## src/rtl/i2s_tx_pkg.sv

```systemverilog
// Shared types and constants for the DSP-mode I2S transmit channel.
package i2s_tx_pkg;

    typedef enum logic [1:0] {
        ST_IDLE   = 2'd0,
        ST_OFFSET = 2'd1,
        ST_RUN    = 2'd2,
        ST_DONE   = 2'd3
    } tx_state_e;

    localparam logic [4:0] NB_8  = 5'd7;
    localparam logic [4:0] NB_16 = 5'd15;
    localparam logic [4:0] NB_24 = 5'd23;
    localparam logic [4:0] NB_32 = 5'd31;

    function automatic logic is_legal_len(input logic [4:0] num_bits);
        return (num_bits == NB_8) || (num_bits == NB_16) ||
               (num_bits == NB_24) || (num_bits == NB_32);
    endfunction

    // Keeps only the low num_bits+1 bits of a FIFO word.
    function automatic logic [31:0] word_mask(input logic [4:0] num_bits);
        return 32'hFFFF_FFFF >> (NB_32 - num_bits);
    endfunction

endpackage

```

## src/rtl/i2s_tx_serializer.sv

```systemverilog
// One transmit lane: holding slot, shift register and registered serial bit.
module i2s_tx_serializer
    import i2s_tx_pkg::*;
(
    input  logic        sck_i,
    input  logic        rstn_i,
    input  logic        flush,
    input  logic        fill,
    input  logic [31:0] fill_data,
    input  logic        load,
    input  logic        shift,
    input  logic        stop,
    input  logic [4:0]  cfg_num_bits_i,
    input  logic        cfg_lsb_first_i,
    output logic        slot_full,
    output logic        underrun,
    output logic        sd
);

    logic [31:0] slot_q;
    logic [31:0] shreg_q;
    logic [31:0] word;
    logic [31:0] src;
    logic        full_q;
    logic        sd_q;

    // An empty slot at word start sends an all-zero word.
    assign word     = full_q ? (slot_q & word_mask(cfg_num_bits_i)) : '0;
    assign src      = load ? word : shreg_q;
    assign underrun = load & ~full_q;
    assign slot_full = full_q;
    assign sd        = sd_q;

    always_ff @(posedge sck_i or negedge rstn_i) begin
        if (!rstn_i) begin
            full_q <= 1'b0;
            slot_q <= '0;
        end else if (flush) begin
            full_q <= 1'b0;
            slot_q <= '0;
        end else begin
            if (load)
                full_q <= 1'b0;
            if (fill) begin
                full_q <= 1'b1;
                slot_q <= fill_data;
            end
        end
    end

    always_ff @(posedge sck_i or negedge rstn_i) begin
        if (!rstn_i) begin
            shreg_q <= '0;
            sd_q    <= 1'b0;
        end else if (flush) begin
            shreg_q <= '0;
            sd_q    <= 1'b0;
        end else if (load || shift) begin
            sd_q    <= cfg_lsb_first_i ? src[0] : src[cfg_num_bits_i];
            shreg_q <= cfg_lsb_first_i ? (src >> 1) : (src << 1);
        end else if (stop) begin
            sd_q <= 1'b0;
        end
    end

endmodule

```

## src/rtl/i2s_tx_dsp_channel.sv

```systemverilog
// DSP-mode I2S transmit channel: frame-sync FSM, bit/word/offset counters and FIFO steering.
module i2s_tx_dsp_channel
    import i2s_tx_pkg::*;
(
    input  logic        sck_i,
    input  logic        rstn_i,
    input  logic        i2s_ws_i,
    output logic        i2s_ch0_o,
    output logic        i2s_ch1_o,
    input  logic [31:0] fifo_data_i,
    input  logic        fifo_data_valid_i,
    output logic        fifo_data_ready_o,
    output logic        fifo_err_o,
    input  logic        cfg_en_i,
    input  logic        cfg_2ch_i,
    input  logic [4:0]  cfg_num_bits_i,
    input  logic [3:0]  cfg_num_word_i,
    input  logic        cfg_lsb_first_i,
    input  logic        cfg_tx_continuous_i,
    input  logic [8:0]  cfg_slave_dsp_offset_i
);

    tx_state_e  state_q, state_d;
    logic [8:0] off_cnt_q;
    logic [4:0] bit_cnt_q;
    logic [3:0] word_cnt_q;
    logic       err_q;

    logic bit_end, last_word, off_hit, flush;
    logic word_start, shift_en, stop_en;
    logic accept, fill0, fill1;
    logic full0, full1, ur0, ur1;

    assign flush     = ~cfg_en_i;
    assign bit_end   = (bit_cnt_q == cfg_num_bits_i);
    assign last_word = ~cfg_tx_continuous_i & (word_cnt_q == cfg_num_word_i);
    assign off_hit   = ((off_cnt_q + 9'd1) == cfg_slave_dsp_offset_i);

    // Ready depends only on registered slot flags, so a slot can never be
    // loaded and refilled on the same edge.
    assign fifo_data_ready_o = rstn_i & cfg_en_i & (state_q != ST_DONE) &
                               (~full0 | (cfg_2ch_i & ~full1));
    assign accept = fifo_data_valid_i & fifo_data_ready_o;
    assign fill0  = accept & ~full0;
    assign fill1  = accept & full0;
    assign fifo_err_o = err_q;

    always_ff @(posedge sck_i or negedge rstn_i) begin
        if (!rstn_i)
            state_q <= ST_IDLE;
        else
            state_q <= state_d;
    end

    always_comb begin
        state_d = state_q;
        if (!cfg_en_i) begin
            state_d = ST_IDLE;
        end else begin
            case (state_q)
                ST_IDLE:   if (i2s_ws_i)
                               state_d = (cfg_slave_dsp_offset_i == '0) ? ST_RUN : ST_OFFSET;
                ST_OFFSET: if (off_hit) state_d = ST_RUN;
                ST_RUN:    if (bit_end && last_word) state_d = ST_DONE;
                default:   state_d = state_q;
            endcase
        end
    end

    always_comb begin
        word_start = 1'b0;
        shift_en   = 1'b0;
        stop_en    = 1'b0;
        if (cfg_en_i) begin
            case (state_q)
                ST_IDLE:   word_start = i2s_ws_i & (cfg_slave_dsp_offset_i == '0);
                ST_OFFSET: word_start = off_hit;
                ST_RUN: begin
                    shift_en   = ~bit_end;
                    word_start = bit_end & ~last_word;
                    stop_en    = bit_end & last_word;
                end
                default: ;
            endcase
        end
    end

    always_ff @(posedge sck_i or negedge rstn_i) begin
        if (!rstn_i) begin
            off_cnt_q  <= '0;
            bit_cnt_q  <= '0;
            word_cnt_q <= '0;
            err_q      <= 1'b0;
        end else begin
            off_cnt_q <= (cfg_en_i && state_q == ST_OFFSET) ? off_cnt_q + 9'd1 : '0;
            if (flush || word_start)
                bit_cnt_q <= '0;
            else if (shift_en)
                bit_cnt_q <= bit_cnt_q + 5'd1;
            if (flush)
                word_cnt_q <= '0;
            else if (state_q == ST_RUN && bit_end)
                word_cnt_q <= word_cnt_q + 4'd1;
            err_q <= word_start & (ur0 | ur1);
        end
    end

    i2s_tx_serializer u_ser_ch0 (
        .sck_i           (sck_i),
        .rstn_i          (rstn_i),
        .flush           (flush),
        .fill            (fill0),
        .fill_data       (fifo_data_i),
        .load            (word_start),
        .shift           (shift_en),
        .stop            (stop_en),
        .cfg_num_bits_i  (cfg_num_bits_i),
        .cfg_lsb_first_i (cfg_lsb_first_i),
        .slot_full       (full0),
        .underrun        (ur0),
        .sd              (i2s_ch0_o)
    );

    i2s_tx_serializer u_ser_ch1 (
        .sck_i           (sck_i),
        .rstn_i          (rstn_i),
        .flush           (flush),
        .fill            (fill1),
        .fill_data       (fifo_data_i),
        .load            (word_start & cfg_2ch_i),
        .shift           (shift_en & cfg_2ch_i),
        .stop            (stop_en & cfg_2ch_i),
        .cfg_num_bits_i  (cfg_num_bits_i),
        .cfg_lsb_first_i (cfg_lsb_first_i),
        .slot_full       (full1),
        .underrun        (ur1),
        .sd              (i2s_ch1_o)
    );

endmodule

```

## config.mk

```make
export PLATFORM = sky130hd
export DESIGN_NAME = i2s_tx_dsp_channel
export DESIGN_NICKNAME = d
export VERILOG_FILES = /design/src/rtl/i2s_tx_pkg.sv /design/src/rtl/i2s_tx_serializer.sv /design/src/rtl/i2s_tx_dsp_channel.sv
export SDC_FILE = /design/constraint.sdc
export NUM_CORES = 1
export LEC_CHECK = 0
export ABC_CLOCK_PERIOD_IN_PS = 3300
export CAP_MARGIN = 20
export CORE_UTILIZATION = 48
export DETAILED_ROUTE_END_ITERATION = 10
export PLACE_DENSITY = 0.75
export SKIP_CTS_REPAIR_TIMING = 1
export SLEW_MARGIN = 20
export SYNTH_ARGS = -nofsm -noshare
export SYNTH_HDL_FRONTEND = slang
export SYNTH_SLANG_ARGS = --single-unit
```

## constraint.sdc

```tcl
create_clock -name sck_i -period 3.3 [get_ports sck_i]
set_clock_uncertainty 0.15 [all_clocks]
set_input_delay 0.825 -clock sck_i [delete_from_list [all_inputs] [get_ports sck_i]]
set_output_delay 0.825 -clock sck_i [all_outputs]
set_load 0.05 [all_outputs]
```

; ---- After elaboration in Yosys (flattened, before gate mapping)
; Index checks and enable logic that the tools add are counted.
[totals]
out_inout_bits = 4
word_cells = 124
inputBits = 58
reg_bits = 153
[op_classes]
shifts = 1
reduce_logical = 10
addsub = 4
n_lt_le_gt_ge = 1
bitwise_logic = 27
n_mux = 49
n_eq_ne = 19
[ops]
columns = op, count
row1 = $mux W32, 14
row2 = $and A32 B32 Y32, 2
row3 = $shr A32 B5 Y32 const A, 1
row4 = $mux W1, 21
row5 = $and A1 B1 Y1, 17
row6 = $ne A3 B1 Y1 const B, 4
row7 = $bmux W1 S5, 2
row8 = $mux W2, 5
row9 = $mux W5, 2
row10 = $ne A2 B1 Y1 const B, 5
row11 = $add A9 B1 Y9 const B, 1
row12 = $eq A9 B9 Y1, 1
row13 = $logic_not A9 Y1, 1
row14 = $mux W9, 1
row15 = $ne A3 B3 Y1 const B, 3
row16 = $mux W4, 2
row17 = $lt A5 B6 Y1 const B, 1
row18 = $not A1 Y1, 6
row19 = $pmux W2 S3, 1
row20 = $add A5 B1 Y5 const B, 1
row21 = $eq A5 B5 Y1, 1
row22 = $sub A5 B5 Y5 const A, 1
row23 = $add A4 B1 Y4 const B, 1
row24 = $eq A4 B4 Y1, 1
row25 = 11 further kinds, 16

; ---- Logic depth before layout (Yosys ltp)
[depth]
word_depth = 13
mapped_depth = 14
depth_no_buf = 11

; ---- By module
; From an unflattened synthesis, not the netlist that was laid out.
[unflattened]
hier_cells = 1044
area_unflattened_um2 = 9290.2
[modules_own_cells]
columns = mod, seq_area_each_um2, instances, cells_each, area_each_um2
row1 = i2s_tx_serializer, 1651.6, 2, 440, 3882.5
row2 = i2s_tx_dsp_channel, 525.5, 1, 164, 1525.2

; ---- Worst setup path before layout
; Ideal clock, no wire load.
[synth_timing]
path_type = input port to flip-flop
from = input port cfg_num_bits_i[4]
to = register u_ser_ch1.sd_q, in the netlist u_ser_ch1.sd
arrival_ps = 3343
path_buffers = 2
slack_ps = -275
setup_ps = 82
t_required_ps = 3068
path_stages = 12
path_cell_list = clkbuf_1 > xor2_1 > nor3_1 > nand3_1 > o32a_1 > o22ai_2 > buf_2 > mux2_2 > mux2_2 > o211ai_1 > nand4_1 > a31oi_1
[synth_between]
elab_chain_cells = 11
elab_cells_between_ends = 25
cone_classes = add/sub: 1 / eq/ne: 2 / shift: 1 / mux: 13 / bitwise: 7 / reduce/logical: 1
[synth_lines]
columns = item, line_no
row1 = from (decl), i2s_tx_dsp_channel.sv:16  ; input logic [4:0] cfg_num_bits_i,
row2 = branches (longest 11 deep; another with $sub A5 B5 Y5), -
row3 = to (signal assigned), i2s_tx_serializer.sv:59  ; sd_q <= cfg_lsb_first_i ? src[0] : src[cfg_num_bits_i];
row4 = to (decl), i2s_tx_serializer.sv:25  ; logic sd_q;
; Several ways; the timed one is not identified. The select of a mux whose other input is x is not followed.
; A chain may end at the register's enable or synchronous reset.

; ---- Final worst setup path
[layout_timing]
from = input port cfg_num_word_i[0]
to = register u_ser_ch0.sd_q, in the netlist u_ser_ch0.sd
[layout_between]
elab_chain_cells = 12
elab_cells_between_ends = 17
cone_classes = eq/ne: 2 / mux: 10 / bitwise: 4 / reduce/logical: 1
[layout_lines]
columns = item, line_no
row1 = from (decl), i2s_tx_dsp_channel.sv:17  ; input logic [3:0] cfg_num_word_i,
row2 = $eq A4 B4 Y1 *, i2s_tx_dsp_channel.sv:36  ; assign last_word = ~cfg_tx_continuous_i & (word_cnt_q == cfg_num_word_i);
row3 = $and A1 B1 Y1 *, i2s_tx_dsp_channel.sv:36
row4 = $not A1 Y1, i2s_tx_dsp_channel.sv:80  ; word_start = bit_end & ~last_word;
row5 = $and A1 B1 Y1, i2s_tx_dsp_channel.sv:80
row6 = $pmux W1 S3, i2s_tx_dsp_channel.sv:75  ; case (state_q)
row7 = $mux W1, i2s_tx_dsp_channel.sv:74  ; if (cfg_en_i) begin
row8 = $mux W32, i2s_tx_serializer.sv:29  ; assign src = load ? word : shreg_q;
row9 = $bmux W1 S5, i2s_tx_serializer.sv:59
row10 = $mux W1 (not written as such), i2s_tx_serializer.sv:59
row11 = $mux W1, i2s_tx_serializer.sv:59
row12 = $mux W1, i2s_tx_serializer.sv:58  ; end else if (load || shift) begin
row13 = $mux W1, i2s_tx_serializer.sv:55  ; end else if (flush) begin
row14 = to (signal assigned), i2s_tx_serializer.sv:59
row15 = to (decl), i2s_tx_serializer.sv:25
; Every way passes the cells marked *; elsewhere a longest branch is shown, timed or not. The select of a mux whose other input is x is not followed.

==> summary.txt <==
Diodes inserted: 0
Cell total after placement: 1,499
Core ar.: 0.0188 sq mm
Ratio of cells with drive above 1 in the final layout: 0.235
Via count: 9,265
DRT Wirelength: 31.5 mm
Seq/Total Area, Yosys: 0.413
Routed length per instance: 20.5 um
Min-Delay Path Class: flip-flop to flip-flop
Worst skew pair latency: 440 ps
Register share of total power: 0.406
Fill cell count: 1,523
Ranking of synthesized cells by area: dfrtp_1 41%, nand2_1 9.3%, mux2i_1 5.3%
Height of the die: 141 um
Internal Dissipation: 0.00341 W
Final GP Congestion: 0.991
Sw frac: 0.305
Port Buffers: 61
NumNets Final: 1,331
CP Capture Type: flip-flop
Syn nets: 1,153
# IOs: 62
CTS Buf Count: 17
Die ar.: 0.0199 sq mm
Final worst slack: -86.7 ps
Area delta synth->final: 33.1%
Worst Path Required: 3460 ps
FP Rows: 50
FF+latch count, synth: 153
Fin crit share: 1.03
Vias in the first global route: 8,807
Lkg Pwr: 5.43 nW
Top-area cell type share of the netlist area: 0.413
VDD IR-drop max: 0.364 mV
Initial antenna violation count: 0
Slew @ Worst Pin: 946 ps
Longest Clk Path Bufs: 2
Sw power: 0.00150 W
Clk sinks: 153
Status: finished, violations left
1st-iter DRT viols: 893
First-pass GRT wire length: 49.1 mm
EDFF count, synth: 0
Mapped cell area: 0.00927 sq mm
Residual DRC: 0
DRT antenna net count: 0
Final min period: 3390 ps
Unrepaired setup endpoints after global routing: yes
Rel. slew slack: 0.369
Worst Path Arrival: 3550 ps
FFs w/ async S/R, synth: 1.00
P per Cell Area: 397 mW/mm^2
Mapped Cells: 1,088
Synth Warn #: 0
Die width: 141 um
Failing checks: setup timing
Placed wire-length estimate: 22.1 mm
Clk root buf: clkbuf_16
Largest net degree at the start of global routing: 97
H-Tree Depth: 4
Starting Density: 0.492
Clk slew on worst S/H paths: 70 ps
CP max FO: 6
MaxCap Viol Count: 0
Yosys top cell by area: dfrtp_1
GR Overflow Total: 0
CTS tree: done
Routed vias/inst: 6.02
Setup CP Type: primary input to flip-flop
Slew Limit Fails: 0
Combinational power share: 0.186
Clock power frac: 0.409
Hold Fails Final Rpt: 0
Syn avg cell area: 8.52 sq um
All-Layer GR Usage: 0.325
DRT Pass-1 Iters: 8
Endpoints failing setup: 2
Top FF cell, synth: dfrtp_1
Synth unique cells: 67
Hold_ws: 344 ps
Startpoint class of the critical path: primary input
Non-Filler Instances: 1,539
Highest clock rate: 295 MHz
-- layout by cell type (no fill, tap or decap), types with 10 or more instances in the layout --
| cell | instances |
|---|---|
| buf_12 | 12 |
| clkbuf_16 | 18 |
| and3_1 | 38 |
| dlymetal6s2s_1 | 13 |
| buf_4 | 158 |
| mux2_2 | 20 |
| nand2_1 | 230 |
| xor2_1 | 10 |
| o21ai_0 | 49 |
| and2_1 | 10 |
| clkdlybuf4s50_1 | 45 |
| a21oi_1 | 87 |
| dfrtp_1 | 148 |
| o211ai_1 | 10 |
| inv_1 | 24 |
| nor2_1 | 81 |
| mux2i_1 | 45 |
| a22o_1 | 48 |
| nand3_1 | 27 |
| nand4_1 | 16 |
-- layer usage --
layer  wire, um  global-route usage  up-vias
met5          0                   0        -
met4       1150               0.128        0
met3       2840              0.0751       90
met2      14000               0.481      457
met1      13600               0.462     4502
li1           -                   -     4216
-- power groups by stage --
stage                     Clock (W)  Combinational [W]  Sequential (W)
after floorplan                   0           0.000446         0.00201
after global placement            0           0.000844         0.00202
after detailed placement          0           0.000860         0.00202
after CTS                   0.00202           0.000865         0.00198
after global routing        0.00209           0.000986         0.00199
final                       0.00201           0.000910         0.00199
-- synthesized netlist by cell type, types with 11 or more instances --
master and count:
nand3_1 31, clkbuf_1 65, xnor2_1 15, a21oi_1 97, o21ai_0 52, mux2_2 22, nor2_1 85, mux2i_1 49
nand4_1 16, a22o_1 48, inv_1 25, nor3_1 11, and3_1 39, dfrtp_1 153, nand2_1 230
-- cell families after synthesis --
group                    synth area share
buffers and inverters              0.0448
flip-flops                          0.413
adder cells (fa/ha/maj)           0.00944
multiplexers                       0.0966
AND/OR/NAND/NOR                     0.215
XOR/XNOR                           0.0236
AO/OA/AOI/OAI                       0.198
-- registers in the layout, summed over array words and instances (netlist names) --
register and count:
u_ser_ch0.sd 1, word_cnt_q 4, u_ser_ch0.slot_q 32, u_ser_ch1.slot_full 1, u_ser_ch1.slot_q 32, u_ser_ch0.slot_full 1
state_q 2, u_ser_ch0.shreg_q 32, u_ser_ch1.sd 1, fifo_err_o 1, bit_cnt_q 5, off_cnt_q 9
u_ser_ch1.shreg_q 32
-- cell type report --
cell class	instances	area [sq um]	area share
Multi-Input combinational cell	830	5350	0.433
Sequential cell	153	3830	0.311
Timing Repair Buffer	236	2140	0.173
Clock buffer	19	443	0.0359
Tap cell	260	325	0.0264
Clock inverter	13	148	0.0120
Inverter	28	105	0.00852
-- worst paths after layout --
kind / end / slack, ps / start / cells past startpoint
setup reg to reg: u_ser_ch0.sd / -80 / off_cnt_q[3] / 13
max in group asynchronous: off_cnt_q[6] / 1820 / rstn_i / 2
min in group asynchronous: word_cnt_q[1] / 350 / rstn_i / 2
hold / removal: u_ser_ch1.shreg_q[20] / 340 / u_ser_ch1.shreg_q[20] / 2
setup / recovery: u_ser_ch0.sd / -90 / cfg_num_word_i[0] / 14
hold reg to reg: u_ser_ch1.shreg_q[20] / 340 / u_ser_ch1.shreg_q[20] / 2
-- worst max-delay path, cell delays in order --
cell and delay, ps:
clkdlybuf4s50_1 420, nand2b_4 150, o221ai_2 50, and4b_2 270, o32a_4 350, o32ai_4 190
buf_6 180, clkbuf_16 160, buf_4 140, mux4_2 310, a31oi_1 150, o211ai_1 140
o41ai_1 90, o31ai_1 120
-- stage by stage --
step / utilization / cell area, sq um / setup TNS [ps] / power (W) / worst slack [ps]
finish: 0.655 / 12300 / -165 / 0.00490 / -86.7
CTS: 0.634 / 11900 / -3960 / 0.00487 / -308
global placement: 0.603 / 11300 / -28940 / 0.00286 / -688
floorplan: - / 9330 / -466 / 0.00245 / -79.5
global route: 0.655 / 12300 / -2170 / 0.00507 / -220
detailed placement: 0.603 / 11300 / -33690 / 0.00288 / -736
Power figures use the tool's default switching activity.
